## src/rtl/hid_report_accumulator.sv

```systemverilog
// Keyboard/mouse report accumulator feeding the SPI HID status reply.
// Live state and saturating motion sums are frozen into a snapshot on each hid_read rise.
module hid_report_accumulator #(
  parameter int unsigned DELTA_WIDTH = 16,
  parameter int unsigned WHEEL_WIDTH = 8,
  parameter int unsigned SYNC_STAGES = 2
) (
  input  logic                    clk,
  input  logic                    reset,
  input  logic                    kbd_connected_in,
  input  logic                    kbd_report_valid,
  input  logic [7:0]              kbd_modifiers_in,
  input  logic [5:0][7:0]         kbd_keycodes_in,
  input  logic                    mouse_connected_in,
  input  logic                    mouse_report_valid,
  input  logic [7:0]              mouse_buttons_in,
  input  logic [DELTA_WIDTH-1:0]  mouse_dx_in,
  input  logic [DELTA_WIDTH-1:0]  mouse_dy_in,
  input  logic [WHEEL_WIDTH-1:0]  mouse_dwheel_in,
  input  logic                    hid_read,
  output logic                    hid_keyboard_connected,
  output logic                    hid_mouse_connected,
  output logic [7:0]              hid_keyboard_modifiers,
  output logic [5:0][7:0]         hid_keyboard_keycodes,
  output logic [7:0]              hid_mouse_buttons,
  output logic signed [31:0]      hid_mouse_x,
  output logic signed [31:0]      hid_mouse_y,
  output logic signed [31:0]      hid_mouse_wheel,
  output logic [7:0]              snapshot_seq
);

  typedef enum logic [1:0] {StIdle, StCapture, StHold} state_e;

  state_e state_q, state_d;
  logic   capture;

  logic [SYNC_STAGES-1:0] sync_q;
  logic [SYNC_STAGES-1:0] fill_q;
  logic                   rd_s, rd_q, armed_q, armed_d;

  logic             kbd_conn_q, mouse_conn_q;
  logic [7:0]       kbd_mod_q, kbd_mod_d;
  logic [5:0][7:0]  kbd_keys_q, kbd_keys_d;
  logic             rollover;
  logic [7:0]       btn_q, btn_d;
  logic signed [31:0] acc_x_q, acc_x_d, acc_y_q, acc_y_d, acc_w_q, acc_w_d;
  logic signed [31:0] base_x, base_y, base_w;
  logic signed [31:0] dx_ext, dy_ext, dw_ext;

  logic             snap_kconn_q, snap_mconn_q;
  logic [7:0]       snap_mod_q, snap_btn_q, seq_q;
  logic [5:0][7:0]  snap_keys_q;
  logic signed [31:0] snap_x_q, snap_y_q, snap_w_q;

  function automatic logic signed [31:0] sat_add(input logic signed [31:0] a,
                                                 input logic signed [31:0] b);
    logic [32:0] s;
    s = {a[31], a} + {b[31], b};
    if (s[32] && !s[31]) begin
      return 32'sh8000_0000;
    end else if (!s[32] && s[31]) begin
      return 32'sh7FFF_FFFF;
    end
    return s[31:0];
  endfunction

  // hid_read synchroniser; fill_q marks when rd_s reflects a post-reset sample, so a
  // read already high at reset release is not mistaken for a rising edge.
  always_ff @(posedge clk or posedge reset) begin
    if (reset) begin
      sync_q  <= '0;
      fill_q  <= '0;
      rd_q    <= 1'b0;
      armed_q <= 1'b0;
    end else begin
      sync_q  <= {sync_q[SYNC_STAGES-2:0], hid_read};
      fill_q  <= {fill_q[SYNC_STAGES-2:0], 1'b1};
      rd_q    <= rd_s;
      armed_q <= armed_d;
    end
  end

  assign rd_s    = sync_q[SYNC_STAGES-1];
  assign armed_d = armed_q | (fill_q[SYNC_STAGES-1] & ~rd_s);

  always_comb begin
    state_d = state_q;
    capture = 1'b0;
    unique case (state_q)
      StIdle:    if (rd_s && !rd_q && armed_q) state_d = StCapture;
      StCapture: begin
        capture = 1'b1;
        state_d = StHold;
      end
      StHold:    if (!rd_s) state_d = StIdle;
      default:   state_d = StIdle;
    endcase
  end

  always_comb begin
    kbd_mod_d  = kbd_mod_q;
    kbd_keys_d = kbd_keys_q;
    rollover   = 1'b1;
    for (int i = 0; i < 6; i++) begin
      rollover = rollover & (kbd_keycodes_in[i] == 8'h01);
    end
    if (kbd_report_valid) begin
      kbd_mod_d = kbd_modifiers_in;
      if (!rollover) kbd_keys_d = kbd_keycodes_in;
    end
    if (!kbd_connected_in) begin
      kbd_mod_d  = '0;
      kbd_keys_d = '0;
    end
  end

  assign dx_ext = 32'($signed(mouse_dx_in));
  assign dy_ext = 32'($signed(mouse_dy_in));
  assign dw_ext = 32'($signed(mouse_dwheel_in));

  // The capture cycle restarts the sums from zero so a same-cycle report lands after the clear.
  always_comb begin
    base_x  = capture ? 32'sd0 : acc_x_q;
    base_y  = capture ? 32'sd0 : acc_y_q;
    base_w  = capture ? 32'sd0 : acc_w_q;
    acc_x_d = base_x;
    acc_y_d = base_y;
    acc_w_d = base_w;
    btn_d   = btn_q;
    if (mouse_report_valid) begin
      acc_x_d = sat_add(base_x, dx_ext);
      acc_y_d = sat_add(base_y, dy_ext);
      acc_w_d = sat_add(base_w, dw_ext);
      btn_d   = mouse_buttons_in;
    end
    if (!mouse_connected_in) begin
      acc_x_d = '0;
      acc_y_d = '0;
      acc_w_d = '0;
      btn_d   = '0;
    end
  end

  always_ff @(posedge clk or posedge reset) begin
    if (reset) begin
      state_q      <= StIdle;
      kbd_conn_q   <= 1'b0;
      mouse_conn_q <= 1'b0;
      kbd_mod_q    <= '0;
      kbd_keys_q   <= '0;
      btn_q        <= '0;
      acc_x_q      <= '0;
      acc_y_q      <= '0;
      acc_w_q      <= '0;
    end else begin
      state_q      <= state_d;
      kbd_conn_q   <= kbd_connected_in;
      mouse_conn_q <= mouse_connected_in;
      kbd_mod_q    <= kbd_mod_d;
      kbd_keys_q   <= kbd_keys_d;
      btn_q        <= btn_d;
      acc_x_q      <= acc_x_d;
      acc_y_q      <= acc_y_d;
      acc_w_q      <= acc_w_d;
    end
  end

  always_ff @(posedge clk or posedge reset) begin
    if (reset) begin
      snap_kconn_q <= 1'b0;
      snap_mconn_q <= 1'b0;
      snap_mod_q   <= '0;
      snap_keys_q  <= '0;
      snap_btn_q   <= '0;
      snap_x_q     <= '0;
      snap_y_q     <= '0;
      snap_w_q     <= '0;
      seq_q        <= '0;
    end else if (capture) begin
      snap_kconn_q <= kbd_conn_q;
      snap_mconn_q <= mouse_conn_q;
      snap_mod_q   <= kbd_mod_q;
      snap_keys_q  <= kbd_keys_q;
      snap_btn_q   <= btn_q;
      snap_x_q     <= acc_x_q;
      snap_y_q     <= acc_y_q;
      snap_w_q     <= acc_w_q;
      seq_q        <= seq_q + 8'd1;
    end
  end

  // During the capture cycle the outputs already present the values being latched,
  // which brings the snapshot out one edge earlier than the snapshot registers alone.
  always_comb begin
    hid_keyboard_connected = capture ? kbd_conn_q   : snap_kconn_q;
    hid_mouse_connected    = capture ? mouse_conn_q : snap_mconn_q;
    hid_keyboard_modifiers = capture ? kbd_mod_q    : snap_mod_q;
    hid_keyboard_keycodes  = capture ? kbd_keys_q   : snap_keys_q;
    hid_mouse_buttons      = capture ? btn_q        : snap_btn_q;
    hid_mouse_x            = capture ? acc_x_q      : snap_x_q;
    hid_mouse_y            = capture ? acc_y_q      : snap_y_q;
    hid_mouse_wheel        = capture ? acc_w_q      : snap_w_q;
    snapshot_seq           = capture ? seq_q + 8'd1 : seq_q;
  end

endmodule

```

## config.mk

```make
export PLATFORM = sky130hd
export DESIGN_NAME = hid_report_accumulator
export DESIGN_NICKNAME = d
export VERILOG_FILES = /design/src/rtl/hid_report_accumulator.sv
export SDC_FILE = /design/constraint.sdc
export NUM_CORES = 1
export LEC_CHECK = 0
export BUFFER_PORTS_ARGS = -buffer_cell sky130_fd_sc_hd__buf_4
export CORE_ASPECT_RATIO = 0.5
export CORE_UTILIZATION = 55
export DETAILED_ROUTE_END_ITERATION = 16
export MAX_ROUTING_LAYER = met4
export PLACE_DENSITY = 0.77
export REMOVE_ABC_BUFFERS = 1
export SLEW_MARGIN = 15
export SYNTH_ARGS = -nofsm -noshare
export SYNTH_HDL_FRONTEND = slang
export SYNTH_SLANG_ARGS = --single-unit
```

## constraint.sdc

```tcl
create_clock -name clk -period 14.2 [get_ports clk]
set_clock_uncertainty 0.2 [all_clocks]
set_input_delay 2.84 -clock clk [delete_from_list [all_inputs] [get_ports clk]]
set_output_delay 2.84 -clock clk [all_outputs]
set_load 0.05 [all_outputs]
```

# Word-level counts from Yosys, hierarchy flattened
# Cells that the tools add are included.
# W data, S select, Z words.
# op_classes
muxes	47
n_eq_ne	13
add_sub_neg	4
n_reduce_logical	18
n_bitwise	8
# ops
operator	n
$mux W32	21
$mux W48	4
$add A32 B16 Y33	2
$mux W8	7
$eq A8 B1 Y1 const B	6
$add A32 B8 Y33	1
$mux W1	12
$add A8 B1 Y8 const B	1
$logic_and A1 B1 Y1	8
$logic_not A1 Y1	7
$and A1 B1 Y1	6
$ne A2 B2 Y1 const B	3
$pmux W2 S3	1
$mux W2	2
$ne A2 B1 Y1 const B	2
$reduce_and A2 Y1	2
$eq A2 B1 Y1 const B	1
$eq A2 B2 Y1 const B	1
$logic_not A2 Y1	1
$not A1 Y1	1
$or A1 B1 Y1	1
# word_totals
out_inout_bits	170
input_bits	111
wordCells	122
reg_bits	340

# Longest topological paths before layout
# Gate-level depths: netlist (run 1).
# depth
depth_word	12
mapped_depth	28

# Worst setup path after synthesis (run 1)
# Ideal clock, no wire load.
# synth_timing
kind	input port to flip-flop
from	in mouse_dy_in[0]
to	reg acc_y_q[8]
arrival_time_ns	6.644
stages	18
slack_ns	7.260
required_ns	13.904
path_cell_list	ha_1 > inv_1 > fa_1 > inv_1 > maj3_1 > a32oi_1 > a2111oi_0 > o2111a_1 > o2111ai_1 > a21bo_1 > a31o_1 > ha_1 > clkbuf_1 > inv_1 > a21oi_1 > clkbuf_1 > a21oi_1 > o31ai_1
# synth_via
elab_chain_len	9
word_cells_on_any_way	12
# synth_lines
item	line	text
from (decl)	18	input logic [DELTA_WIDTH-1:0] mouse_dy_in,
$add A32 B16 Y33 (*)	58	s = {a[31], a} + {b[31], b};
$logic_not A1 Y1	61	end else if (!s[32] && s[31]) begin
$logic_and A1 B1 Y1	61	
$mux W1	61	
$mux W1	59	if (s[32] && !s[31]) begin
$mux W1	130	if (mouse_report_valid) begin
$mux W32 (*)	64	return s[31:0];
$mux W32 (*)	130	
$mux W32 (*)	136	if (!mouse_connected_in) begin
net acc_y_d[8]	46	logic signed [31:0] acc_x_q, acc_x_d, acc_y_q, acc_y_d, acc_w_q, acc_w_d;
to (signal assigned)	163	acc_y_q <= acc_y_d;
to (decl)	46	
# The timed path passes the listed nets; every way through them passes the cells marked *. The select of a mux whose other input is x is not followed.
# A chain may end at the register's enable or synchronous reset.

# Final worst setup path (run 1)
# layout_timing
from	in mouse_dy_in[0]
to	reg acc_y_q[22]
# The elaborated chain is that of the path after synthesis.

==> results of run 1 <==
[power groups by stage]
stage | Clock, mW | Combinational, mW | Sequential (mW)
final | 0.867 | 2.46 | 1.41
after global routing | 0.917 | 2.67 | 1.44
after CTS | 0.883 | 2.46 | 1.41
after detailed placement | 0 | 2.44 | 1.43
after global placement | 0 | 2.42 | 1.41
after floorplan | 0 | 1.83 | 1.38
[routing by layer]
layer | vias to the layer above | part of all wire (%)
li1 | 7830 | -
met1 | 7683 | 45
met2 | 349 | 48
met3 | 97 | 4.0
met4 | 0 | 3.1
met5 | - | 0
[final timing paths]
kind	startpoint	end	slack, ps	cells after the start
max in group asynchronous	reset	snap_btn_q[1]$_DFF_PP0_	10160	3
setup reg to reg	state_q[1]$_DFFE_PP0P_	acc_x_q[9]$_DFF_PP0_	6410	21
min in group asynchronous	reset	sync_q[0]$_DFF_PP0_	2180	2
hold reg to reg	fill_q[0]$_DFF_PP0_	fill_q[1]$_DFF_PP0_	160	0
setup / recovery	mouse_dy_in[0]	acc_y_q[22]$_DFF_PP0_	6130	18
hold / removal	fill_q[0]$_DFF_PP0_	fill_q[1]$_DFF_PP0_	160	0
[cells by family after synthesis]
| kind of cell | after synthesis |
|---|---|
| buf+inv | 158 |
| simple gates | 901 |
| other cells | 1 |
| fa+ha+maj | 98 |
| xor+xnor | 84 |
| mux | 25 |
| compound gates | 529 |
| flops | 340 |
[layout make-up]
| cell class | instances | area [um2] |
|---|---|---|
| Clock inverter | 14 | 169 |
| Multi-Input combinational cell | 1638 | 9800 |
| Tap cell | 441 | 552 |
| Inverter | 45 | 176 |
| Sequential cell | 340 | 8510 |
| Clock buffer | 42 | 857 |
| Timing Repair Buffer | 294 | 2230 |
| Fill cell | 2762 | 11100 |
[metrics by stage]
| stage | hold WS [ps] | power [mW] |
|---|---|---|
| after detailed placement | 147 | 3.87 |
| after global placement | 133 | 3.83 |
| after floorplan | 131 | 3.21 |
| after CTS | 162 | 4.75 |
| after global routing | 180 | 5.03 |
| final | 161 | 4.73 |
[layout by cell type, fill, tap and decap left out, drive strengths merged, types with 5 or more instances in the layout]
cell / Yosys / layout
a211o: 5 / 5
a211oi: 7 / 7
a21o: 85 / 85
a21oi: 153 / 153
a221o: 5 / 5
a22o: 59 / 59
a311oi: 6 / 6
a31oi: 21 / 21
and2: 102 / 102
and3: 16 / 16
and4: 5 / 5
buf: 9 / 294
clkbuf: 104 / 42
clkinv: 1 / 9
dfrtp: 340 / 340
ha: 85 / 85
inv: 44 / 45
maj3: 10 / 10
mux2i: 25 / 25
nand2: 577 / 577
nand2b: 13 / 13
nand3: 31 / 31
nand4: 18 / 18
nor2: 59 / 59
nor2b: 26 / 26
nor3: 15 / 15
nor4: 7 / 7
nor4b: 7 / 7
o2111ai: 5 / 5
o211ai: 10 / 10
o21a: 16 / 16
o21ai: 96 / 96
o21bai: 7 / 7
o22ai: 5 / 5
o31ai: 11 / 11
or3: 8 / 8
xnor2: 57 / 57
xor2: 27 / 27
[flip-flops by register name, indices dropped and copies added, names as in the netlist, 32 cells and up]
| register | cells |
|---|---|
| snap_keys_q | 48 |
| snap_w_q | 32 |
| acc_w_q | 32 |
| acc_y_q | 32 |
| acc_x_q | 32 |
| snap_y_q | 32 |
| kbd_keys_q | 48 |
| snap_x_q | 32 |
==> results.txt, run 1 <==
The area fraction in compound gates after synthesis is 18.6%, and the worst voltage drop across the vdd grid is 123 uV. For the number of nets with antenna violations after routing, the log shows 0. The tools report the DRC violation count after routing as 0. The number of gates resized after cts came out at 0. The H-tree level count came out at 1. By area the synthesized netlist is led by sky130_fd_sc_hd__dfrtp_1 (45%), sky130_fd_sc_hd__nand2_1 (11%), sky130_fd_sc_hd__ha_1 (5.6%).

The type of the worst min-delay path is reg -> reg. Before antenna repair, the detailed router went through 5 iterations. The max-cap violation count was 0; the deepest clock path buffer count was 3. From synthesis to final layout, the design area changed by 18.0%. The number of clock buffers added by TritonCTS is 31.

For this run, asynchronously set or reset flops after synthesis account for 100%. The worst pin sits at a relative slew slack of 21.4%. The longest individual stage delay on the worst path was 840 ps.

Among all stages on the critical path, the largest delay is contributed by sky130_fd_sc_hd__nor2_1. The run finished with clean final reports. TritonCTS built the clock tree. The post-placement setup slack came out at 5600 ps.

Dividing total power by cell area gives a power density of 212 nW/um2. The met2 layer usage reported by global route was 45.7%; the pin count of the biggest net entering global routing was 179. Setup repair after global routing left no endpoint under its margin. Counting distinct cell types in the post-synthesis netlist gives 81. The via count is 16.0k. The post-synthesis cell count was 2,136. Critical path capture point type: a flop. The sum of routed wire length over all layers was 48,200 um.

The average cell area after synthesis was 8.84 um2. The final layout net count came out at 2,549. The family with the most delay on the worst path was compound AO/OA/AOI/OAI gates. The max-slew violation count is 0. Of the available clock period, the critical path in the final layout requires 56.8%. The setup slack after layout is 6130 ps, and the ratio of routed vias to standard cells is 5.67.

The number of port buffers is 280. By area, the combinational part of the netlist is dominated by simple AND/OR/NAND/NOR gates. The synthesized design contains 340 register bits.

281 I/O pins were placed. The final period demand of the worst path is 8070 ps, and the post-DP HPWL is 32,700 um. The critical path contains buffers and inverters numbering 4 combined. The run gives 8400 ps as the arrival time of data at the critical path endpoint. The congestion estimate from routability-driven global placement came to 0.898. After synthesis, flip-flops and latches occupy 45.0% of the total area. The fraction of met1 tracks used by global routing is 37.1%. At the worst endpoint, the required time is 14,530 ps. After synthesis, the most frequently instantiated cells are sky130_fd_sc_hd__nand2_1 (577), sky130_fd_sc_hd__dfrtp_1 (340), sky130_fd_sc_hd__a21oi_1 (153).

The xor and xnor area share after synthesis works out to 3.90%. The area share of the largest cell type after synthesis was 45.0%. Clock tree root driver cell: sky130_fd_sc_hd__clkbuf_16. Per report_power, the clock group accounts for 18.3% of the total.

The run gives 0 as the leftover overflow at the end of global routing. The largest fanout of any net on the critical path is 24. Initial DRC count: 1,069.

Per report_power, the sequential group accounts for 29.8% of the total. Internal power comes to 2.57 mW. Type of element launching the critical path: an input port. The switching share of total power was 45.7%; the effective utilization at floorplan was 56.5%. The dominant register cell in the synthesized netlist is sky130_fd_sc_hd__dfrtp_1. The cell taking the most area after synthesis was sky130_fd_sc_hd__dfrtp_1. The number of antenna violations at the first check in global routing is 0, and the hold violation total from the final report is 0. Once the clock tree was built, the setup fixing pass inserted 0 buffers. The standard cell area after detailed placement was 21,300 um2; the fraction of final layout cells sized beyond drive strength 1 was 15.0%.

After floorplanning, the core was sized to cover 33,400 um2. The number of standard cells in the final layout excluding fillers was 2,814. The y dimension of the die is 133 um. Global routing consumed, over all layers together, 28.2% of the routing resources. The first global-routing pass estimated 79,500 um of wire.

Category of the most critical setup path: in -> reg. The detail-routed net length per standard cell is 17.1 um. Including well taps, the total number of placed cells is 2,758.

In this run, the combinational gates consume 51.9% of the power. Global routing used 3.76% of the available met3 tracks. Summed over all nets, the switching power comes to 2.17 mW. After Yosys synthesis, full adders, half adders and majority gates account for 6.49% of the synthesized area. The clock sink count was 340; the post-synthesis share of cell area spent on and, or, nand and nor gates was 21.4%.

After floorplanning, the core was divided into 47 placement rows. The die covers 35,100 um2. The number of hold buffers added after CTS was 0.

The global routing stage identified its most utilized layer as met2. Summed over all cells, the static leakage comes to 11.8 nW. The most numerous cell type found on the critical path is sky130_fd_sc_hd__inv_1. After routing, the total negative slack on setup checks comes to 0 ps. After clock tree synthesis, the clock-pin slew on the worst setup and hold paths is 70 ps.

The final design instance area without fill was 22,300 um2; the die outline width was 264 um. The later pin in the worst-skew pair is clocked with a latency of 600 ps. For this run, the number of Yosys warnings is 0. The area of the mapped netlist is 18,900 um2, and the slew at the pin with the worst max-slew slack is 1180 ps. For this run, the top clock speed supported by timing is 0.124 GHz. The via count of the first global-routing pass is 15.8k, and the fraction of synthesized area in multiplexers is 1.32%. Setup violations remaining at the end of the flow were counted as 0. The critical path goes through buf_4, ha_1, inv_1, fa_1, inv_1, maj3_1, a32oi_1, a2111oi_0, o2111a_1, o2111ai_1, a21bo_1, a31o_1, ha_1, inv_1, a21o_1, nor2_1, a21oi_1, nand3_1.

The most common cell in the synthesized netlist is sky130_fd_sc_hd__nand2_1. The number of diodes is 0. At the end of the flow the core is filled with cells to 66.7%. In this run, synthesis inferred 0 flip-flops with an integrated enable.
(Power assumes the default switching activity.)
==> inputs of run 2 (changes only) <==
- clock period: 14.2 -> 7.6 ns (I/O delays scaled with it)
==> run 2 against run 1 <==
Compared with the run above: final area grew 0.57%; largest power group unchanged; critical path depth is 3 higher; die area did not move; critical endpoint is now acc_w_q[16]$_DFF_PP0_; clock power up 93%; global-route usage shrank 0.052 points; sequential power grew 87%.
==> results.txt, run 2 (synthesis results as in run 1) <==
For the weighted congestion reported at the end of routability-driven placement, the log shows 0.923 (was 0.898). The max-slew violation count was 0 (unchanged). The run gives 3.72% (was 3.76%) as the met3 routing resource usage after global routing.

The worst voltage drop across the vdd grid was 225 uV (was 123 uV); the final clock period utilization by the worst path was 82.0%. The clock sink count came out at 340 (unchanged). The effective utilization at floorplan is 56.5% (unchanged), and the slew at the pin with the worst max-slew slack is 1150 ps (was 1180 ps). Cell type with the highest occurrence count on the critical path: sky130_fd_sc_hd__a21oi_1 (was sky130_fd_sc_hd__inv_1).

The insertion delay to the later sink of the worst-skew pair was 600 ps (about the same). The met2 layer usage reported by global route was 45.0% (was 45.7%); the number of cells traversed by the worst register-to-register path was 21 (unchanged). Leading registers by flop count: kbd_keys_q: 48 flops, snap_keys_q: 48 flops (unchanged). The critical path capture point is acc_w_q[16]$_DFF_PP0_ (was acc_y_q[22]$_DFF_PP0_). The logs give 33,400 um2 (unchanged) for the placeable core area and 9800 um2 (unchanged) for the area of the multi-input gates. The post-CTS setup buffer count was 0 (unchanged).

The run gives 6540 ps (was 8400 ps) as the arrival time of data at the critical path endpoint. The H-tree level count was 1 (unchanged). The tools report the worst flop-to-flop path startpoint as state_q[1]$_DFFE_PP0P_ (unchanged). The fmax was 0.161 GHz; the first-pass GRT wire length was 79,100 um (was 79,500 um). The TritonCTS buffer count was 30 (was 31). For the worst reg-to-reg setup slack, the log shows 1370 ps (was 6410 ps). The via count was 16.1k (was 16.0k).

The area growth from synthesis to layout works out to 18.7% (was 18.0%). The beginning of the critical path is state_q[1]$_DFFE_PP0P_ (was mouse_dy_in[0]). The longest individual stage delay on the worst path works out to 680 ps (was 840 ps).

Number of gates resized after cts: 0 (unchanged). The largest fanout of any net on the critical path came out at 65 (was 24). The cell with the largest stage delay on the worst path is sky130_fd_sc_hd__o31ai_1 (was sky130_fd_sc_hd__nor2_1). The initial DRC count came out at 1,131 (was 1,069). Clock transition at the register clock pins on the worst setup and hold paths after CTS: 70 ps (about the same).

The pin count of the biggest net entering global routing is 142 (was 179), and the max-cap violation count is 0 (unchanged). Setup repair after global routing left no endpoint under its margin. For the hold violation total from the final report, the log shows 0 (unchanged). Clock tree root driver cell: sky130_fd_sc_hd__clkbuf_16 (unchanged). Number of top-level design ports: 281 (unchanged).

Crit-path cells: nand2b_4, and2_1, ha_1, inv_1, fa_1, a21boi_0, a2bb2oi_1, a21oi_1, a21oi_1, o31ai_1, a32o_1, nor4_1, o211ai_1, o21ai_1, ha_1, buf_4, inv_1, a21oi_1, buf_4, a21oi_1, o31ai_1 (was buf_4, ha_1, inv_1, fa_1, inv_1, maj3_1, a32oi_1, a2111oi_0, o2111a_1, o2111ai_1, a21bo_1, a31o_1, ha_1, inv_1, a21o_1, nor2_1, a21oi_1, nand3_1). The worst path required time was 7920 ps (was 14,530 ps); the power per standard cell area was 398 nW/um2 (was 212 nW/um2). The DRC violation count after routing was 0 (unchanged).

Y dimension of the die: 133 um (unchanged). TritonCTS built the clock tree. The run gives 23.1% (was 21.4%) as the max-slew headroom at the worst pin. The total negative slack for setup checks was 0 ps (unchanged); the fraction of met1 tracks used by global routing was 37.3% (was 37.1%).

The tools report the global router's overall resource usage as 28.2% (about the same). For the area taken by flip-flops and latches, the log shows 8510 um2 (unchanged). For the floorplan die area, the log shows 35,100 um2 (unchanged).

The ratio of routed vias to standard cells was 5.71 (was 5.67). The end of the worst register-to-register path is acc_w_q[16]$_DFF_PP0_ (was acc_x_q[9]$_DFF_PP0_). The deepest clock path buffer count is 3 (unchanged). For the final layout net count, the log shows 2,559 (was 2,549).

The category of the most critical setup path was reg -> reg (was in -> reg). Critical path capture point type: a flop (unchanged). After layout, the minimum clock period comes to 6230 ps. The length of the first detailed-routing pass in iterations was 5 (unchanged). For the number of antenna violations at the first check in global routing, the log shows 0 (unchanged). Type of the worst min-delay path: reg -> reg (unchanged).

The number of port buffers came out at 280 (unchanged). The post-DP HPWL is 32,800 um (was 32,700 um), and the fraction of final layout cells sized beyond drive strength 1 is 15.4% (was 15.0%). For the cts-stage hold buffer count, the log shows 0 (unchanged).

Number of fillers in the final layout: 2,772 (was 2,762). For the number of nets with antenna violations after routing, the log shows 0 (unchanged). The run finished with clean final reports. The via count of the first global-routing pass is 15.6k (was 15.8k), and the count of endpoints failing setup in the final report is 0 (unchanged). The number of diodes came out at 0 (unchanged). Sum of routed wire length over all layers: 48,300 um (was 48,200 um).

The logs give 11.8 nW (about the same) for the total leakage power and 0 (unchanged) for the leftover overflow at the end of global routing. The routing layer with the top usage in global route was met2 (unchanged). The tools report the type of element launching the critical path as a flop (was an input port). The tools report the row count as 47 (unchanged). Commonest non-fill, non-tap cells in the layout: sky130_fd_sc_hd__nand2_1 (577), sky130_fd_sc_hd__dfrtp_1 (340), sky130_fd_sc_hd__buf_4 (303), sky130_fd_sc_hd__a21oi_1 (153), sky130_fd_sc_hd__and2_1 (100) (was sky130_fd_sc_hd__nand2_1 (577), sky130_fd_sc_hd__dfrtp_1 (340), sky130_fd_sc_hd__buf_4 (292), sky130_fd_sc_hd__a21oi_1 (153), sky130_fd_sc_hd__and2_1 (100)). The worst hold slack across all endpoints is 149 ps (was 161 ps). The die outline width is 264 um (unchanged). Leading cell type in the layout, fill and taps excluded: sky130_fd_sc_hd__nand2_1 (unchanged). The detail-routed net length per standard cell works out to 17.1 um (about the same).
## run 2: area by class of cell
| type | instances | area share, % |
|---|---|---|
| clock buffer | 42 | 3.77 |
| clock inverter | 13 | 0.999 |
| inverter | 45 | 0.787 |
| multi-input combinational | 1638 | 43.7 |
| sequential | 340 | 38.0 |
| tap | 441 | 2.46 |
| timing repair buffer | 305 | 10.3 |
## run 2: how the worst min path moves through the flow
stage	endpoint	start	slack, ps	cells after the start
floorplan	fill_q[1]$_DFF_PP0_	fill_q[0]$_DFF_PP0_	130	0
global placement	sync_q[1]$_DFF_PP0_	sync_q[0]$_DFF_PP0_	130	0
detailed placement	sync_q[1]$_DFF_PP0_	sync_q[0]$_DFF_PP0_	130	0
CTS	sync_q[1]$_DFF_PP0_	sync_q[0]$_DFF_PP0_	150	0
global route	sync_q[1]$_DFF_PP0_	sync_q[0]$_DFF_PP0_	160	0
finish	fill_q[1]$_DFF_PP0_	fill_q[0]$_DFF_PP0_	150	0
## run 2: metrics by stage
| step | area [um2] | setup slack, ps | utilization [%] | instances | total power, mW |
|---|---|---|---|---|---|
| 6_report | 22400 | 1370 | 67.1 | 2824 | 8.93 |
| 5_1_grt | 22400 | 844 | 67.1 | 2824 | 9.47 |
| 4_1_cts | 22400 | 1410 | 67.1 | 2824 | 8.95 |
| 3_5_place_dp | 21300 | 1140 | 63.9 | 2769 | 7.25 |
| 3_3_place_gp | 21300 | 1330 | 63.9 | 2769 | 7.18 |
| 2_1_floorplan | 18500 | -3540 | - | 2023 | 5.99 |
## run 2: per-layer routing
| layer | vias up | part of all wire [%] | wire (um) |
|---|---|---|---|
| met5 | - | 0 | 0 |
| met4 | 0 | 3.4 | 1640 |
| met3 | 107 | 4.2 | 2010 |
| li1 | 7861 | - | - |
| met2 | 365 | 47 | 22700 |
| met1 | 7792 | 45 | 21900 |
## run 2: critical path, delay by kind of cell, from the launching register on
family / cells / cell delay, ps
adder cells (fa/ha/maj): 3 / 900
buffers and inverters: 4 / 760
AO/OA/AOI/OAI: 11 / 2880
flip-flops: 1 / 440
AND/OR/NAND/NOR: 3 / 940
## run 2: where the power goes
| group | internal, mW | total (mW) | switching [mW] | leakage (nW) |
|---|---|---|---|---|
| registers | 2.34 | 2.64 | 0.304 | 4.47 |
| logic | 1.58 | 4.61 | 3.03 | 6.86 |
| clock network | 0.951 | 1.67 | 0.720 | 0.516 |
==> inputs of run 3 (changes only) <==
- clock period: 7.6 -> 6.3 ns (I/O delays scaled with it)
==> run 3 against run 2 <==
Compared with the run above: routed wire length is 0.84% higher; largest power group unchanged; first-iteration DRC count is 7.3% higher; cell count is 0.14% higher; highest routed layer unchanged; non-clock buffer count is 3 higher; combinational power is 21% higher; fmax is 8.4% higher; worst setup slack worse by 820 ps; sequential power is 21% higher; count of clock-buffer cells in the layout stayed put; register-to-register slack worse by 820 ps; critical endpoint is now acc_y_q[14]$_DFF_PP0_; final area hardly changed; largest cell class unchanged; total power is 20% higher.
==> results.txt, run 3 (synthesis results as in run 1) <==
Commonest non-fill, non-tap cells in the layout: sky130_fd_sc_hd__nand2_1 (577), sky130_fd_sc_hd__dfrtp_1 (340), sky130_fd_sc_hd__buf_4 (305), sky130_fd_sc_hd__a21oi_1 (153), sky130_fd_sc_hd__and2_1 (100) (was sky130_fd_sc_hd__nand2_1 (577), sky130_fd_sc_hd__dfrtp_1 (340), sky130_fd_sc_hd__buf_4 (303), sky130_fd_sc_hd__a21oi_1 (153), sky130_fd_sc_hd__and2_1 (100)). The H-tree level count was 1 (unchanged). The run gives 0.174 GHz (was 0.161 GHz) as the fmax.

The beginning of the worst hold path is fill_q[0]$_DFF_PP0_ (unchanged). The setup slack after layout came out at 556 ps (was 1370 ps). The power share of the sequential group came out at 29.7% (was 29.6%). The combinational power share came out at 52.0% (was 51.7%).

The run gives 340 (unchanged) as the clock sink count. The number of antenna violations at the first check in global routing is 0 (unchanged), and the number of nets with antenna violations after routing is 0 (unchanged). The row count came out at 47 (unchanged). The cell internal power dissipation came out at 5.86 mW (was 4.87 mW). The logs give 11.9 nW (was 11.8 nW) for the total leakage power and 0 (unchanged) for the number of gates resized after cts.

The max-slew headroom at the worst pin is 24.6% (was 23.1%). Crit-path cells: nand2b_4, and2_1, ha_1, inv_1, fa_1, inv_1, maj3_1, a32oi_1, a2111oi_0, o2111a_1, o2111ai_1, a21bo_1, a31o_1, ha_1, inv_1, a21o_1, nor2_1, a21oi_1, nand2_1 (was nand2b_4, and2_1, ha_1, inv_1, fa_1, a21boi_0, a2bb2oi_1, a21oi_1, a21oi_1, o31ai_1, a32o_1, nor4_1, o211ai_1, o21ai_1, ha_1, buf_4, inv_1, a21oi_1, buf_4, a21oi_1, o31ai_1). The post-CTS setup buffer count was 0 (unchanged); the detail-routed net length per standard cell was 17.2 um (was 17.1 um).

The final period demand of the worst path was 5740 ps (was 6230 ps); the switching share of total power was 45.5% (was 45.4%). The leftover overflow at the end of global routing is 0 (unchanged). The cell type with the highest occurrence count on the critical path was sky130_fd_sc_hd__inv_1 (was sky130_fd_sc_hd__a21oi_1). The number of port buffers is 280 (unchanged), and the weighted congestion reported at the end of routability-driven placement is 0.921 (was 0.923). The power per standard cell area was 479 nW/um2 (was 398 nW/um2).

The run gives 1,213 (was 1,131) as the initial DRC count. The longest individual stage delay on the worst path came out at 790 ps (was 680 ps). The critical path capture point type was a flop (unchanged). Cts-stage hold buffer count: 0 (unchanged). Post-DP HPWL: 33,100 um (was 32,800 um).

Length of the first detailed-routing pass in iterations: 5 (unchanged). The clock transition at the register clock pins on the worst setup and hold paths after CTS came out at 70 ps (about the same). The post-placement setup slack was 331 ps (was 1140 ps).

The deepest clock path buffer count came out at 3 (unchanged). Arrival time of data at the critical path endpoint: 6070 ps (was 6540 ps). The number of stages on the worst hold path was 0 (unchanged); the power dissipated by switching net loads was 4.89 mW (was 4.05 mW). Insertion delay to the later sink of the worst-skew pair: 590 ps (was 600 ps). For the DRC violation count after routing, the log shows 0 (unchanged).

The hold violation total from the final report was 0 (unchanged). The logs give 15.8k (was 15.6k) for the via count of the first global-routing pass and 132 (was 142) for the pin count of the biggest net entering global routing. The largest fanout of any net on the critical path came out at 42 (was 65).

The tools report the worst flop-to-flop path startpoint as state_q[1]$_DFFE_PP0P_ (unchanged). Area growth from synthesis to layout: 18.8% (was 18.7%). The worst reg-to-reg setup slack was 560 ps (was 1370 ps); the ratio of routed vias to standard cells was 5.75 (was 5.71). The via count was 16.3k (was 16.1k).

TritonCTS built the clock tree. The TritonCTS buffer count is 30 (unchanged). The number of diodes is 0 (unchanged).

The tools report the clock tree root driver cell as sky130_fd_sc_hd__clkbuf_16 (unchanged). The run finished with clean final reports. Setup repair after global routing left no endpoint under its margin. The sum of routed wire length over all layers is 48,700 um (was 48,300 um).

The tools report the first-pass GRT wire length as 79,800 um (was 79,100 um). The total design power is 10.7 mW (was 8.93 mW). The run gives 33,400 um2 (unchanged) as the placeable core area. The tools report the worst hold slack across all endpoints as 168 ps (was 149 ps). For the max-slew violation count, the log shows 0 (unchanged). Leading registers by flop count: kbd_keys_q: 48 flops, snap_keys_q: 48 flops (unchanged). The max-cap violation count is 0 (unchanged).

The run gives 67.2% (was 67.1%) as the core utilization of the finished layout. The type of the worst min-delay path was reg -> reg (unchanged). The y dimension of the die works out to 133 um (unchanged).

The end of the worst register-to-register path is acc_y_q[14]$_DFF_PP0_ (was acc_w_q[16]$_DFF_PP0_). The tools report the effective utilization at floorplan as 56.5% (unchanged). Category of the most critical setup path: reg -> reg (unchanged). The leading cell type in the layout, fill and taps excluded is sky130_fd_sc_hd__nand2_1 (unchanged).

The fraction of final layout cells sized beyond drive strength 1 was 15.5% (was 15.4%). The die outline width was 264 um (unchanged); the final clock period utilization by the worst path was 91.2% (was 82.0%). The number of cells traversed by the worst register-to-register path is 19 (was 21). The power share of the clock group was 18.4% (was 18.7%); the global router's overall resource usage was 28.4% (was 28.2%).

The run gives 281 (unchanged) as the number of top-level design ports. Slew at the pin with the worst max-slew slack: 1130 ps (was 1150 ps). The logs give 2,562 (was 2,559) for the final layout net count and 256 uV (was 225 uV) for the worst voltage drop across the vdd grid. The logs give 35,100 um2 (unchanged) for the floorplan die area and 6620 ps (was 7920 ps) for the worst path required time. The count of endpoints failing setup in the final report is 0 (unchanged). Cell with the largest stage delay on the worst path: sky130_fd_sc_hd__a2111oi_0 (was sky130_fd_sc_hd__o31ai_1).

The worst-case hold path end point was fill_q[1]$_DFF_PP0_ (unchanged). The type of element launching the critical path is a flop (unchanged).
## run 3: power groups by stage
stage	clock [mW]	sequential, mW	combinational [mW]
after floorplan	0	3.11	4.12
after global placement	0	3.20	5.48
after detailed placement	0	3.22	5.55
after CTS	2.02	3.19	5.58
after global routing	2.10	3.26	6.05
final	1.98	3.19	5.59
## run 3: final cells by class
type | count | area (um2)
Fill cell | 2773 | 11000
Tap cell | 441 | 552
Clock buffer | 42 | 856
Clock inverter | 14 | 200
Timing Repair Buffer | 308 | 2350
Sequential cell | 340 | 8510
Inverter | 45 | 176
Multi-Input combinational cell | 1638 | 9800
## run 3: routing by layer
layer	wire length (um)	GRT usage [%]
met4	1410	8.69
met2	23400	46.2
met1	21700	37.4
met5	0	-
met3	2200	3.41
## run 3: worst max-delay path by stage
stage / startpoint / to / slack, ps / cells past startpoint
3_5_place_dp: mouse_dy_in[0] / acc_y_q[14]$_DFF_PP0_ / 330 / 18
6_report: state_q[1]$_DFFE_PP0P_ / acc_y_q[14]$_DFF_PP0_ / 560 / 19
5_1_grt: state_q[1]$_DFFE_PP0P_ / acc_y_q[19]$_DFF_PP0_ / 200 / 19
4_1_cts: state_q[1]$_DFFE_PP0P_ / acc_y_q[14]$_DFF_PP0_ / 560 / 19
3_3_place_gp: mouse_dy_in[0] / acc_y_q[22]$_DFF_PP0_ / 450 / 18
2_1_floorplan: reset / acc_w_q[0]$_DFF_PP0_ / -4580 / 1
## run 3: metrics by stage
| step | cells | TNS [ps] | instance area, um2 |
|---|---|---|---|
| after floorplan | 2023 | -2414660 | 18500 |
| after global placement | 2772 | 0 | 21400 |
| after detailed placement | 2772 | 0 | 21400 |
| after CTS | 2828 | 0 | 22400 |
| after global routing | 2828 | 0 | 22400 |
| final | 2828 | 0 | 22400 |
## run 3: critical path: cells and delay by family, from the launching register on
kind,cells,cell delay [ps]
AO/OA/AOI/OAI,8,2200
AND/OR/NAND/NOR,4,1520
adder cells (fa/ha/maj),4,1070
flip-flops,1,420
buffers and inverters,3,240
